**src/rtl/ceyloniac_ram_loader_if.sv**
```systemverilog
// ceyloniac_ram_loader_if: load request, host byte stream and RAM external-port signals
interface ceyloniac_ram_loader_if #(
    parameter int RAM_DATA_WIDTH = 32,
    parameter int RAM_ADDR_WIDTH = 16
);
    logic                      load_start;
    logic [RAM_ADDR_WIDTH-1:0] load_base_addr;
    logic [RAM_ADDR_WIDTH-1:0] load_word_count;
    logic [7:0]                byte_in;
    logic                      byte_valid;
    logic                      byte_ready;
    logic                      ram_external_control_enable;
    logic                      external_ram_enable;
    logic                      external_ram_write_enable;
    logic                      external_ram_read_enable;
    logic [RAM_ADDR_WIDTH-1:0] external_ram_addr;
    logic [RAM_DATA_WIDTH-1:0] external_ram_write_data;
    logic                      load_busy;
    logic                      load_done;
    modport master (
        input  load_start, load_base_addr, load_word_count, byte_in, byte_valid,
        output byte_ready, ram_external_control_enable, external_ram_enable,
               external_ram_write_enable, external_ram_read_enable, external_ram_addr,
               external_ram_write_data, load_busy, load_done
    );
    modport slave (
        output load_start, load_base_addr, load_word_count, byte_in, byte_valid,
        input  byte_ready, ram_external_control_enable, external_ram_enable,
               external_ram_write_enable, external_ram_read_enable, external_ram_addr,
               external_ram_write_data, load_busy, load_done
    );
endinterface

```
**src/rtl/ceyloniac_ram_loader.sv**
```systemverilog
// ceyloniac_ram_loader: packs a host byte stream into little-endian words and writes them to consecutive RAM addresses
module ceyloniac_ram_loader #(
    parameter int RAM_DATA_WIDTH = 32,
    parameter int RAM_ADDR_WIDTH = 16
) (
    input  logic                   clk,
    input  logic                   rst_n,
    ceyloniac_ram_loader_if.master bus
);
    typedef enum logic [1:0] {IDLE, COLLECT, WRITE, DONE} state_t;
    state_t                    state, state_nx;
    logic [1:0]                byte_idx;
    logic [RAM_ADDR_WIDTH-1:0] remaining, addr, wr_addr;
    logic [RAM_DATA_WIDTH-1:0] data, wr_data;
    logic                      accept;
    assign accept = state == COLLECT && bus.byte_valid;
    always_ff @(posedge clk)
        if (!rst_n) state <= IDLE;
        else state <= state_nx;
    always_comb begin
        state_nx = state;
        case (state)
            IDLE:    state_nx = bus.load_start ? (bus.load_word_count == '0 ? DONE : COLLECT) : IDLE;
            COLLECT: state_nx = accept && byte_idx == 2'd3 ? WRITE : COLLECT;
            WRITE:   state_nx = remaining == 1 ? DONE : COLLECT;
            default: state_nx = IDLE;
        endcase
    end
    // wr_addr/wr_data latch on the 4th byte so they are valid during WRITE and hold afterwards
    always_ff @(posedge clk)
        if (!rst_n) begin
            byte_idx  <= '0;
            remaining <= '0;
            addr      <= '0;
            data      <= '0;
            wr_addr   <= '0;
            wr_data   <= '0;
        end else begin
            if (state == IDLE && bus.load_start) begin
                remaining <= bus.load_word_count;
                addr      <= bus.load_base_addr;
                byte_idx  <= '0;
            end
            if (accept) begin
                data[{byte_idx, 3'b000} +: 8] <= bus.byte_in;
                byte_idx                      <= byte_idx + 1'b1;
            end
            if (accept && byte_idx == 2'd3) begin
                wr_addr <= addr;
                wr_data <= {bus.byte_in, data[23:0]};
            end
            if (state == WRITE) begin
                remaining <= remaining - 1'b1;
                addr      <= addr + 1'b1;
            end
        end
    assign bus.byte_ready                  = state == COLLECT;
    assign bus.ram_external_control_enable = state == COLLECT || state == WRITE;
    assign bus.load_busy                   = state == COLLECT || state == WRITE;
    assign bus.external_ram_enable         = state == WRITE;
    assign bus.external_ram_write_enable   = state == WRITE;
    assign bus.external_ram_read_enable    = 1'b0;
    assign bus.external_ram_addr           = wr_addr;
    assign bus.external_ram_write_data     = wr_data;
    assign bus.load_done                   = state == DONE;
endmodule

```
**src/flat_wrapper.sv**
```systemverilog
// flat-port wrapper written by rule: the top's interface ports become plain ports
module ceyloniac_ram_loader_flat 
#(
    parameter int RAM_DATA_WIDTH = 32,
    parameter int RAM_ADDR_WIDTH = 16
)
  (clk, rst_n, bus_load_start, bus_load_base_addr, bus_load_word_count, bus_byte_in, bus_byte_valid, bus_byte_ready, bus_ram_external_control_enable, bus_external_ram_enable, bus_external_ram_write_enable, bus_external_ram_read_enable, bus_external_ram_addr, bus_external_ram_write_data, bus_load_busy, bus_load_done);
  ceyloniac_ram_loader_if #(.RAM_DATA_WIDTH(RAM_DATA_WIDTH), .RAM_ADDR_WIDTH(RAM_ADDR_WIDTH)) bus_i ();
  input  logic clk;
  input  logic rst_n;
  input wire logic [$bits(bus_i.load_start)-1:0] bus_load_start;
  input wire logic [$bits(bus_i.load_base_addr)-1:0] bus_load_base_addr;
  input wire logic [$bits(bus_i.load_word_count)-1:0] bus_load_word_count;
  input wire logic [$bits(bus_i.byte_in)-1:0] bus_byte_in;
  input wire logic [$bits(bus_i.byte_valid)-1:0] bus_byte_valid;
  output wire logic [$bits(bus_i.byte_ready)-1:0] bus_byte_ready;
  output wire logic [$bits(bus_i.ram_external_control_enable)-1:0] bus_ram_external_control_enable;
  output wire logic [$bits(bus_i.external_ram_enable)-1:0] bus_external_ram_enable;
  output wire logic [$bits(bus_i.external_ram_write_enable)-1:0] bus_external_ram_write_enable;
  output wire logic [$bits(bus_i.external_ram_read_enable)-1:0] bus_external_ram_read_enable;
  output wire logic [$bits(bus_i.external_ram_addr)-1:0] bus_external_ram_addr;
  output wire logic [$bits(bus_i.external_ram_write_data)-1:0] bus_external_ram_write_data;
  output wire logic [$bits(bus_i.load_busy)-1:0] bus_load_busy;
  output wire logic [$bits(bus_i.load_done)-1:0] bus_load_done;
  assign bus_i.load_start = bus_load_start;
  assign bus_i.load_base_addr = bus_load_base_addr;
  assign bus_i.load_word_count = bus_load_word_count;
  assign bus_i.byte_in = bus_byte_in;
  assign bus_i.byte_valid = bus_byte_valid;
  assign bus_byte_ready = bus_i.byte_ready;
  assign bus_ram_external_control_enable = bus_i.ram_external_control_enable;
  assign bus_external_ram_enable = bus_i.external_ram_enable;
  assign bus_external_ram_write_enable = bus_i.external_ram_write_enable;
  assign bus_external_ram_read_enable = bus_i.external_ram_read_enable;
  assign bus_external_ram_addr = bus_i.external_ram_addr;
  assign bus_external_ram_write_data = bus_i.external_ram_write_data;
  assign bus_load_busy = bus_i.load_busy;
  assign bus_load_done = bus_i.load_done;
  ceyloniac_ram_loader #(.RAM_DATA_WIDTH(RAM_DATA_WIDTH), .RAM_ADDR_WIDTH(RAM_ADDR_WIDTH)) u_core (.clk(clk), .rst_n(rst_n), .bus(bus_i));
endmodule
```
**config.mk**
```make
export PLATFORM = sky130hd
export DESIGN_NAME = ceyloniac_ram_loader_flat
export DESIGN_NICKNAME = d
export VERILOG_FILES = /design/src/rtl/ceyloniac_ram_loader_if.sv /design/src/rtl/ceyloniac_ram_loader.sv /design/src/flat_wrapper.sv
export SDC_FILE = /design/constraint.sdc
export NUM_CORES = 1
export LEC_CHECK = 0
export CORE_ASPECT_RATIO = 1.75
export CORE_UTILIZATION = 55
export CTS_CLUSTER_DIAMETER = 100
export CTS_CLUSTER_SIZE = 10
export DETAILED_ROUTE_END_ITERATION = 16
export PLACE_DENSITY = 0.81
export SYNTH_ARGS = -nofsm -noshare
export SYNTH_HDL_FRONTEND = slang
export SYNTH_SLANG_ARGS = --single-unit
```
**constraint.sdc**
```tcl
create_clock -name clk -period 2.95 [get_ports clk]
set_clock_uncertainty 0.1 [all_clocks]
set_input_delay 0.7375 -clock clk [delete_from_list [all_inputs] [get_ports clk]]
set_output_delay 0.7375 -clock clk [all_outputs]
set_load 0.01 [all_outputs]
```
==> key figures, run 1 <==
Critical path
  • Critical path endpoint category: output pin
  • Crit path max fanout: 14
  • Setup CP Type: reg2out
  • Data required, critical path: 2.11 ns
  • Crit path launch type: flop
  • Crit path DAT: around 1.9 ns

Placed design
  • Port bufs: slightly below 100
  • Placed cell areas: 5820 um2
  • HPWL Detailed: 9.08 mm
  • GPL Wtd Cong: ~0.87

Synth
  • Post-synth top cells: 117 x nand2_1, 108 x dfxtp_1, 68 x a21oi_1
  • Area leader, netlist: dfxtp_1
  • Count leader, synth: nand2_1
  • Top area cells in the synthesized netlist: dfxtp_1 46%, nand2_1 9.3%, a21oi_1 7.2%, a22oi_1 4.1%, nor2_1 3.2%
  • Ys flop type: dfxtp_1
  • Unique cell type count in the Yosys netlist: between 50 and 60
  • Seq/Total Area, Yosys: 0.456
  • Synth async-reset ratio: 0
  • Syn Nets: 626
  • Synthesized area per cell: roughly 8.3 um2
  • Synth top area share: 0.456
  • Seq cells post-synth: 108
  • Post-synth EDFFs: 0
  • Synth warn: 0
  • Mapped cell area: roughly 4700 um2
  • Cell count after synthesis: 570

Run status
  • Status: complete, no violations

Global routing
  • Largest net degree at the start of global routing: 50
  • Routing usage on met1: 0.321
  • All-Layer GR Usage: 0.293
  • Grt ovf: 0
  • Initial antenna violation count: 0
  • Gr busiest metal: met2
  • Met2 usage: 0.526
  • First-pass GRT wire length: 20.7 mm
  • Vias in the first global route: around 4,400
  • Met3 usage: 0.0364

Power and ir drop
  • P per Cell Area: a little under 500 nW/um2
  • Leak: between 2 and 2.5 nW
  • VDD IR max: 348 uV

Routing
  • ANT nets after route: 0
  • DR vias/cell: about 5.8
  • Remaining DRCs: 0
  • Vias: 4,486
  • WL per Instance: around 16 um
  • Initial drt markers: 270
  • Final WL: 12.5 mm
  • Drt pass-1 iters: 4

CTS
  • Clock transition at path regs: approximately 0.07 ns
  • Maximum buffer depth of the clock tree: 2
  • Clock Latency Late Sink: around 0.35 ns
  • Clock sinks: between 100 and 150
  • CTS tree: built
  • Cts bufs inserted: 9
  • Setup Buffers After CTS: 0
  • # hold bufs at CTS: 0
  • PostCTS Resize Cnt: 0
  • Root Buffer: clkbuf_16
  • Clock H-tree levels: 3

STA
  • Setup TNS: 0 ns
  • Period utilisation layout: 0.922
  • Final Hold Viols: 0
  • Fmax: roughly 0.37 GHz
  • Fin crit period: around 2.7 ns
  • Max-slew violations: 0
  • Setup violations, final: 0
  • Unrepaired setup endpoints after global routing: false
  • Rel. slew slack: 0.655
  • Slew of the pin with the lowest slew margin: around 0.52 ns

Hold path
  • Hold Crit Class: reg2reg

Finish
  • Ant diodes: 0
  • Layout cells sized above 1: 0.0697
  • Final instance area: between 6000 and 7000 um2
  • Area grow syn2layout: 28.6%
  • Final design utilization: 0.734
  • Filler Cell Count: a little under 700
  • NumNets Final: roughly 710

Run
  • Max_cap viols: 0

Floorplanning
  • Num ports: between 90 and 100
  • Core footprint: 8310 um2
  • Rows: 44
  • Die Height: ~120 um
  • Starting density of the core: 0.571
  • Die Width: about 72 um
  • Die Area: 9020 um2
cell usage in the layout, fill, tap and decap left out, drive strengths merged, types with 9 or more instances in the layout:
cell type,n
a21oi,68
a22oi,26
a31oi,9
buf,18
clkbuf,12
clkdlybuf4s50,97
dfxtp,108
ha,12
inv,11
nand2,117
nand3,19
nor2,41
nor4,9
kinds of logic (layout without fill, tap and decap cells):
family | count (synthesis) | after routing | share of synthesized area
flip-flops | 108 | 108 | 0.456
XOR/XNOR | 2 | 2 | 0.00369
multiplexers | 9 | 9 | 0.0206
adder cells (fa/ha/maj) | 12 | 12 | 0.0316
AO/OA/AOI/OAI | 142 | 142 | 0.186
buffers and inverters | 51 | 141 | 0.0504
other | 1 | 1 | 0.000790
AND/OR/NAND/NOR | 245 | 245 | 0.251
critical path: stages (launching register included):
cell             delay, ns
dfxtp_1               0.33
inv_1                 0.08
ha_1                  0.49
clkdlybuf4s50_1       0.64
per-layer routing:
layer	part of all wire	up-vias
met4	0.044	0
met3	0.035	34
met5	0	-
li1	-	2200
met2	0.53	136
met1	0.39	2116
metrics by stage:
| stage | hold slack [ns] | setup slack (ns) | instances | power (mW) |
|---|---|---|---|---|
| 2_1_floorplan | 0.332 | 0.926 | 570 | 1.73 |
| 3_3_place_gp | 0.339 | 0.455 | 759 | 1.87 |
| 3_5_place_dp | 0.345 | 0.355 | 759 | 1.88 |
| 4_1_cts | 0.356 | 0.213 | 775 | 3.00 |
| 5_1_grt | 0.383 | 0.139 | 775 | 3.09 |
| 6_report | 0.353 | 0.230 | 775 | 2.99 |
worst paths after layout:
kind,start,end,slack (ns),cells past startpoint
worst max-delay path,u_core.state[0],bus_external_ram_write_enable,0.23,3
worst min-delay path,u_core.bus.external_ram_write_data[19],u_core.bus.external_ram_write_data[19],0.35,2
worst max register to register,u_core.state[0],u_core.addr[11],0.72,6
worst min register to register,u_core.bus.external_ram_write_data[19],u_core.bus.external_ram_write_data[19],0.35,2
final cells by class:
| class | count | area (um2) | share of cell area |
|---|---|---|---|
| inverters | 10 | 37.5 | 0.00615 |
| multi-input cells | 411 | 2350 | 0.385 |
| clock inverters | 4 | 32.5 | 0.00533 |
| flip-flops and latches | 108 | 2160 | 0.354 |
| repair buffers | 115 | 1130 | 0.185 |
| well taps | 115 | 144 | 0.0236 |
| clock buffers | 12 | 246 | 0.0404 |
state kept, by name (all words and copies together) (netlist names):
register,flops
u_core.bus.external_ram_addr,16
u_core.byte_idx,2
u_core.remaining,16
u_core.addr,16
u_core.state,2
u_core.bus.external_ram_write_data,32
u_core.data,24
power by group:
part           internal [mW]  switching, mW  leakage [nW]  total (mW)
sequential              1.49         0.0458         0.876        1.54
clock                  0.601          0.535         0.129        1.14
combinational          0.147          0.164          1.09       0.311
No activity file was read; power rests on OpenSTA's default activity.
==> inputs of run 2 (changes only) <==
--- a/config.mk
+++ b/config.mk
@@ -6,11 +6,11 @@
 export NUM_CORES = 1
 export LEC_CHECK = 0
 export CORE_ASPECT_RATIO = 1.75
-export CORE_UTILIZATION = 55
-export CTS_CLUSTER_DIAMETER = 100
+export CORE_UTILIZATION = 51
+export CTS_CLUSTER_DIAMETER = 80
 export CTS_CLUSTER_SIZE = 10
 export DETAILED_ROUTE_END_ITERATION = 16
-export PLACE_DENSITY = 0.81
+export PLACE_DENSITY = 0.76
 export SYNTH_ARGS = -nofsm -noshare
 export SYNTH_HDL_FRONTEND = slang
 export SYNTH_SLANG_ARGS = --single-unit
==> constraint.sdc (replaced) <==
create_clock -name clk -period 3.1 [get_ports clk]
set_clock_uncertainty 0.1 [all_clocks]
set_input_delay 0.775 -clock clk [delete_from_list [all_inputs] [get_ports clk]]
set_output_delay 0.775 -clock clk [all_outputs]
set_load 0.01 [all_outputs]
==> key figures, run 2 (same netlist as run 1, synthesis figures left out) <==
Critical path
  • Setup CP Type: reg2out
  • Crit path DAT: 1.70 ns (-0.18 ns)
  • Data required, critical path: 2.22 ns (+0.11 ns)
  • Worst R2R Setup Slack: 0.79 ns (+0.07 ns)
  • Crit path max fanout: 9 (-5)
  • Critical path endpoint category: output pin
  • RR Startpoint: u_core.state[0]
  • Worst r2r dst: u_core.remaining[10]
  • Worst r2r path cells: 7 (+1)
  • Crit path launch type: flop

STA
  • Final WS setup: 0.526 ns (+0.296 ns)
  • Unrepaired setup endpoints after global routing: false
  • Rel. slew slack: 0.397 (-0.258)
  • Slew of the pin with the lowest slew margin: 0.905 ns (+0.387 ns)
  • Final Hold Viols: 0 (unchanged)
  • Max-slew violations: 0 (unchanged)
  • Setup TNS: 0 ns (unchanged)
  • Fmax: between 0.3 and 0.4 GHz
  • Period utilisation layout: 0.830
  • Setup violations, final: 0 (unchanged)
  • WHS: 0.353 ns (-0.000473 ns)
  • Fin crit period: about 2.6 ns

Finish
  • Ant diodes: 0 (unchanged)
  • Max reg flops: 32 (unchanged)
  • Commonest non-fill, non-tap cells in the layout: 117 x nand2_1, 108 x dfxtp_1, 97 x clkdlybuf4s50_1
  • Layout cells sized above 1: 0.0670 (-0.00273)
  • Final design utilization: 0.672 (-0.0621)
  • Final instance area: 6070 um2 (-0.49%)
  • NumNets Final: 708 (-0.42%)
  • Area grow syn2layout: 28.0%
  • Most common library cell in the layout ignoring fill and taps: nand2_1
  • Final Non-Filler Cells: 777 (+0.26%)

Placed design
  • HPWL Detailed: 8.82 mm (-2.8%)
  • Inst Count DP: 761 (+0.26%)
  • GPL Wtd Cong: 0.884 (+2.1%)
  • Port bufs: 97 (unchanged)
  • Post-place setup slack: 0.278 ns (-0.0770 ns)
  • Placed cell areas: 5790 um2 (-0.58%)

Floorplanning
  • Core footprint: 9040 um2 (+8.7%)
  • Rows: 46 (+4.5%)
  • Die Area: 9710 um2 (+7.7%)
  • Starting density of the core: 0.525 (-0.0457)
  • Die Width: 74.9 um (+3.7%)
  • Die Height: 130 um (+3.8%)
  • Num ports: 99 (unchanged)

Global routing
  • Initial antenna violation count: 0 (unchanged)
  • First-pass GRT wire length: 19.3 mm (-6.8%)
  • Largest net degree at the start of global routing: 93 (+86%)
  • Vias in the first global route: 4,066 (-8.5%)
  • All-Layer GR Usage: 0.262 (-0.0314)
  • Grt ovf: 0 (unchanged)

Power and ir drop
  • Final Total Pwr: 2.85 mW (-4.5%)
  • P per Cell Area: 470 nW/um2 (-4.0%)
  • VDD IR max: 302 uV (-13%)
  • Leak: 2.08 nW (-0.66%)

Hold path
  • WHS Endpoint: u_core.bus.external_ram_write_data[5]
  • Worst hold path depth: 2 (unchanged)
  • Hold Path Origin: u_core.bus.external_ram_write_data[5]
  • Hold Crit Class: reg2reg

CTS
  • CTS tree: built
  • Clock transition at path regs: 0.07 ns (about the same)
  • # hold bufs at CTS: 0 (unchanged)
  • Clock Latency Late Sink: 0.35 ns (about the same)
  • PostCTS Resize Cnt: 0 (unchanged)
  • Clock sinks: 108 (unchanged)
  • Clock H-tree levels: 3 (unchanged)
  • Root Buffer: clkbuf_16
  • Maximum buffer depth of the clock tree: 2 (unchanged)
  • Setup Buffers After CTS: 0 (unchanged)
  • Cts bufs inserted: 9 (unchanged)

Run
  • Max_cap viols: 0 (unchanged)

Routing
  • Vias: 4,492 (+0.13%)
  • DR vias/cell: 5.78 (-0.12%)
  • Initial drt markers: 243 (-10%)
  • ANT nets after route: 0 (unchanged)
  • Remaining DRCs: 0 (unchanged)
  • WL per Instance: 15.9 um (-1.5%)
  • Final WL: 12.4 mm (-1.3%)
  • Drt pass-1 iters: 4 (unchanged)

Run status
  • Status: complete, no violations
==> run 2: cell types whose count changed in the layout (fill, tap and decap cells not counted), sizes merged <==
| cell | delta |
|---|---|
| clkbuf | -3 |
| buf | -3 |
| inv | +3 |
==> run 2: worst max path at each step <==
stage	start	endpoint	slack [ns]	cells past startpoint
2_1_floorplan	bus_byte_valid	u_core.data[10]	1.04	5
3_3_place_gp	bus_byte_valid	u_core.data[10]	0.42	5
3_5_place_dp	bus_byte_valid	u_core.data[10]	0.28	5
4_1_cts	u_core.state[1]	bus_byte_ready	0.51	3
5_1_grt	bus_byte_valid	u_core.data[11]	0.42	5
6_report	u_core.state[1]	bus_byte_ready	0.53	3
==> run 2: area by class of cell <==
type                       instances  area [um2]
clock buffer                       9         225
clock inverter                     7        57.6
sequential                       108        2160
fill                             807        2960
inverter                          10        37.5
tap                              120         150
multi-input combinational        411        2340
timing repair buffer             112        1100
==> run 2: routing by layer <==
metal,share of wire,routed length (um),GRT usage
met1,0.39,4850,0.297
met2,0.52,6450,0.450
met3,0.057,699,0.0537
met4,0.029,360,0.135
met5,0,0,0
==> run 2: critical path: stages, from the launching register on <==
cell	delay, ns
dfxtp_1	0.33
inv_1	0.08
ha_1	0.34
clkdlybuf4s50_1	0.60
==> run 2: power breakdown <==
part | switching, mW | total (mW) | internal (mW)
sequential | 0.0435 | 1.46 | 1.42
combinational | 0.152 | 0.288 | 0.137
clock | 0.543 | 1.10 | 0.558
total | 0.738 | 2.85 | 2.11
==> inputs of run 3 (changes only) <==
==> constraint.sdc (replaced) <==
create_clock -name clk -period 2.5 [get_ports clk]
set_clock_uncertainty 0.1 [all_clocks]
set_input_delay 0.625 -clock clk [delete_from_list [all_inputs] [get_ports clk]]
set_output_delay 0.625 -clock clk [all_outputs]
set_load 0.01 [all_outputs]
==> key figures, run 3 (same netlist as run 1, synthesis figures left out) <==
Run status
  • Status: complete, no violations

STA
  • Setup violations, final: 0 (unchanged)
  • Fmax: between 0.4 and 0.5 GHz
  • Rel. slew slack: 0.657 (+0.260)
  • Final WS setup: 0.117 ns (-0.408 ns)
  • Final Hold Viols: 0 (unchanged)
  • Fin crit period: 2.38 ns
  • Max-slew violations: 0 (unchanged)
  • Unrepaired setup endpoints after global routing: false
  • Period utilisation layout: 0.953
  • Setup TNS: 0 ns (unchanged)
  • WHS: 0.348 ns (-0.00497 ns)
  • Slew of the pin with the lowest slew margin: 0.513 ns (-0.391 ns)

Power and ir drop
  • P per Cell Area: 583 nW/um2 (+24%)
  • Leak: 2.15 nW (+3.5%)
  • VDD IR max: 393 uV (+30%)

Floorplanning
  • Die Height: 130 um (unchanged)
  • Num ports: 99 (unchanged)
  • Starting density of the core: 0.525 (unchanged)
  • Core footprint: 9040 um2 (unchanged)
  • Rows: 46 (unchanged)
  • Die Width: 74.9 um (unchanged)
  • Die Area: 9710 um2 (unchanged)

CTS
  • PostCTS Resize Cnt: 0 (unchanged)
  • Root Buffer: clkbuf_16
  • Clock H-tree levels: 3 (unchanged)
  • Clock transition at path regs: 0.07 ns (about the same)
  • Clock Latency Late Sink: 0.34 ns (about the same)
  • CTS tree: built
  • Maximum buffer depth of the clock tree: 2 (unchanged)
  • Cts bufs inserted: 9 (unchanged)
  • Clock sinks: 108 (unchanged)
  • Setup Buffers After CTS: 0 (unchanged)
  • # hold bufs at CTS: 0 (unchanged)

Finish
  • Filler Cell Count: 777 (-3.7%)
  • Most common library cell in the layout ignoring fill and taps: nand2_1
  • Register Area: 2160 um2 (unchanged)
  • Area grow syn2layout: 30.8%
  • NumNets Final: 721 (+1.8%)
  • Area occupied by multi-input gates: 2340 um2 (unchanged)
  • Commonest non-fill, non-tap cells in the layout: 117 x nand2_1, 108 x dfxtp_1, 97 x clkdlybuf4s50_1
  • Ant diodes: 0 (unchanged)
  • Max reg flops: 32 (unchanged)
  • Layout cells sized above 1: 0.0807 (+0.0137)

Placed design
  • Port bufs: 97 (unchanged)
  • GPL Wtd Cong: 0.863 (-2.3%)
  • Post-place setup slack: 0.337 ns (+0.0588 ns)
  • HPWL Detailed: 9.40 mm (+6.5%)

Critical path
  • Crit. Startpoint: u_core.state[0]
  • RR Startpoint: u_core.state[0]
  • Worst r2r dst: u_core.remaining[9]
  • Family with the most delay on the worst path: buffers and inverters
  • Worst stage delay on the critical path: 0.60 ns (about the same)
  • Data required, critical path: 1.77 ns (-0.45 ns)
  • CP max stage cell: clkdlybuf4s50_1
  • Crit path launch type: flop
  • Critical path endpoint category: output pin
  • CP cell instances: inv_1, ha_1, clkdlybuf4s50_1
  • Worst r2r path cells: 7 (unchanged)
  • Crit path DAT: 1.66 ns (-0.04 ns)
  • Critical Path Stages: 3 (unchanged)
  • CP Buf/Inv Count: 2 (unchanged)
  • Setup CP Type: reg2out
  • Worst R2R Setup Slack: 0.34 ns (-0.45 ns)
  • End of the critical path: bus_external_ram_enable
  • Crit path max fanout: 6 (-3)

Routing
  • Final WL: 12.9 mm (+4.0%)
  • Vias: 4,526 (+0.76%)
  • WL per Instance: 16.3 um (+2.4%)
  • Initial drt markers: 229 (-5.8%)
  • Drt pass-1 iters: 6 (+2)
  • Remaining DRCs: 0 (unchanged)
  • DR vias/cell: 5.74 (-0.78%)
  • ANT nets after route: 0 (unchanged)

Global routing
  • Initial antenna violation count: 0 (unchanged)
  • Grt ovf: 0 (unchanged)
  • All-Layer GR Usage: 0.272 (+0.0107)
  • Vias in the first global route: 4,204 (+3.4%)
  • Largest net degree at the start of global routing: 67 (-28%)
  • First-pass GRT wire length: 20.3 mm (+4.9%)

Run
  • Max_cap viols: 0 (unchanged)

Hold path
  • Hold Crit Class: reg2reg
run 3: cell types whose count changed in the layout (fill, tap and decap cells not counted), sizes merged:
cell      previous run  this run
buf                 15        28
bufinv               0         1
clkbuf               9        12
clkinv               1         0
clkinvlp             2         1
inv                 14        11
run 3: where the power goes:
part	leakage [nW]	switching, mW	total (mW)	internal [mW]
clock network	0.139	0.619	1.42	0.804
registers	0.876	0.0546	1.82	1.76
logic	1.14	0.195	0.379	0.184
run 3: how the worst min path moves through the flow:
stage,from,to,slack [ns],cells past startpoint
2_1_floorplan,u_core.data[0],u_core.bus.external_ram_write_data[0],0.33,2
3_3_place_gp,u_core.data[13],u_core.bus.external_ram_write_data[13],0.34,2
6_report,u_core.data[0],u_core.bus.external_ram_write_data[0],0.35,2
3_5_place_dp,u_core.bus.external_ram_addr[10],u_core.bus.external_ram_addr[10],0.35,2
4_1_cts,u_core.data[0],u_core.bus.external_ram_write_data[0],0.36,2
5_1_grt,u_core.bus.external_ram_write_data[4],u_core.bus.external_ram_write_data[4],0.37,2
run 3: worst register-to-register path, cell delays in order, from the launching register on:
cell and delay (ns):
dfxtp_1 0.33, inv_1 0.08, ha_1 0.31, buf_12 0.20, nor3b_1 0.47, nand4b_1 0.17, mux2_2 0.29, a21oi_1 0.14
run 3: through the flow:
stage / power [mW] / instances / utilization / instance area [um2]
floorplan: 2.05 / 570 / - / 4740
finish: 3.62 / 789 / 0.687 / 6200
global placement: 2.22 / 774 / 0.654 / 5910
detailed placement: 2.23 / 774 / 0.654 / 5910
CTS: 3.63 / 789 / 0.687 / 6200
global route: 3.75 / 789 / 0.687 / 6200
run 3: area by class of cell:
| type | count | share of cell area |
|---|---|---|
| multi-input combinational | 411 | 0.378 |
| sequential | 108 | 0.348 |
| timing repair buffer | 125 | 0.196 |
| clock buffer | 12 | 0.0397 |
| tap | 120 | 0.0242 |
| clock inverter | 3 | 0.00746 |
| inverter | 10 | 0.00605 |
run 3: metal layers:
metal / track usage / part of all wire
met1: 0.297 / 0.39
met2: 0.493 / 0.53
met3: 0.0513 / 0.045
met4: 0.124 / 0.032
met5: 0 / 0
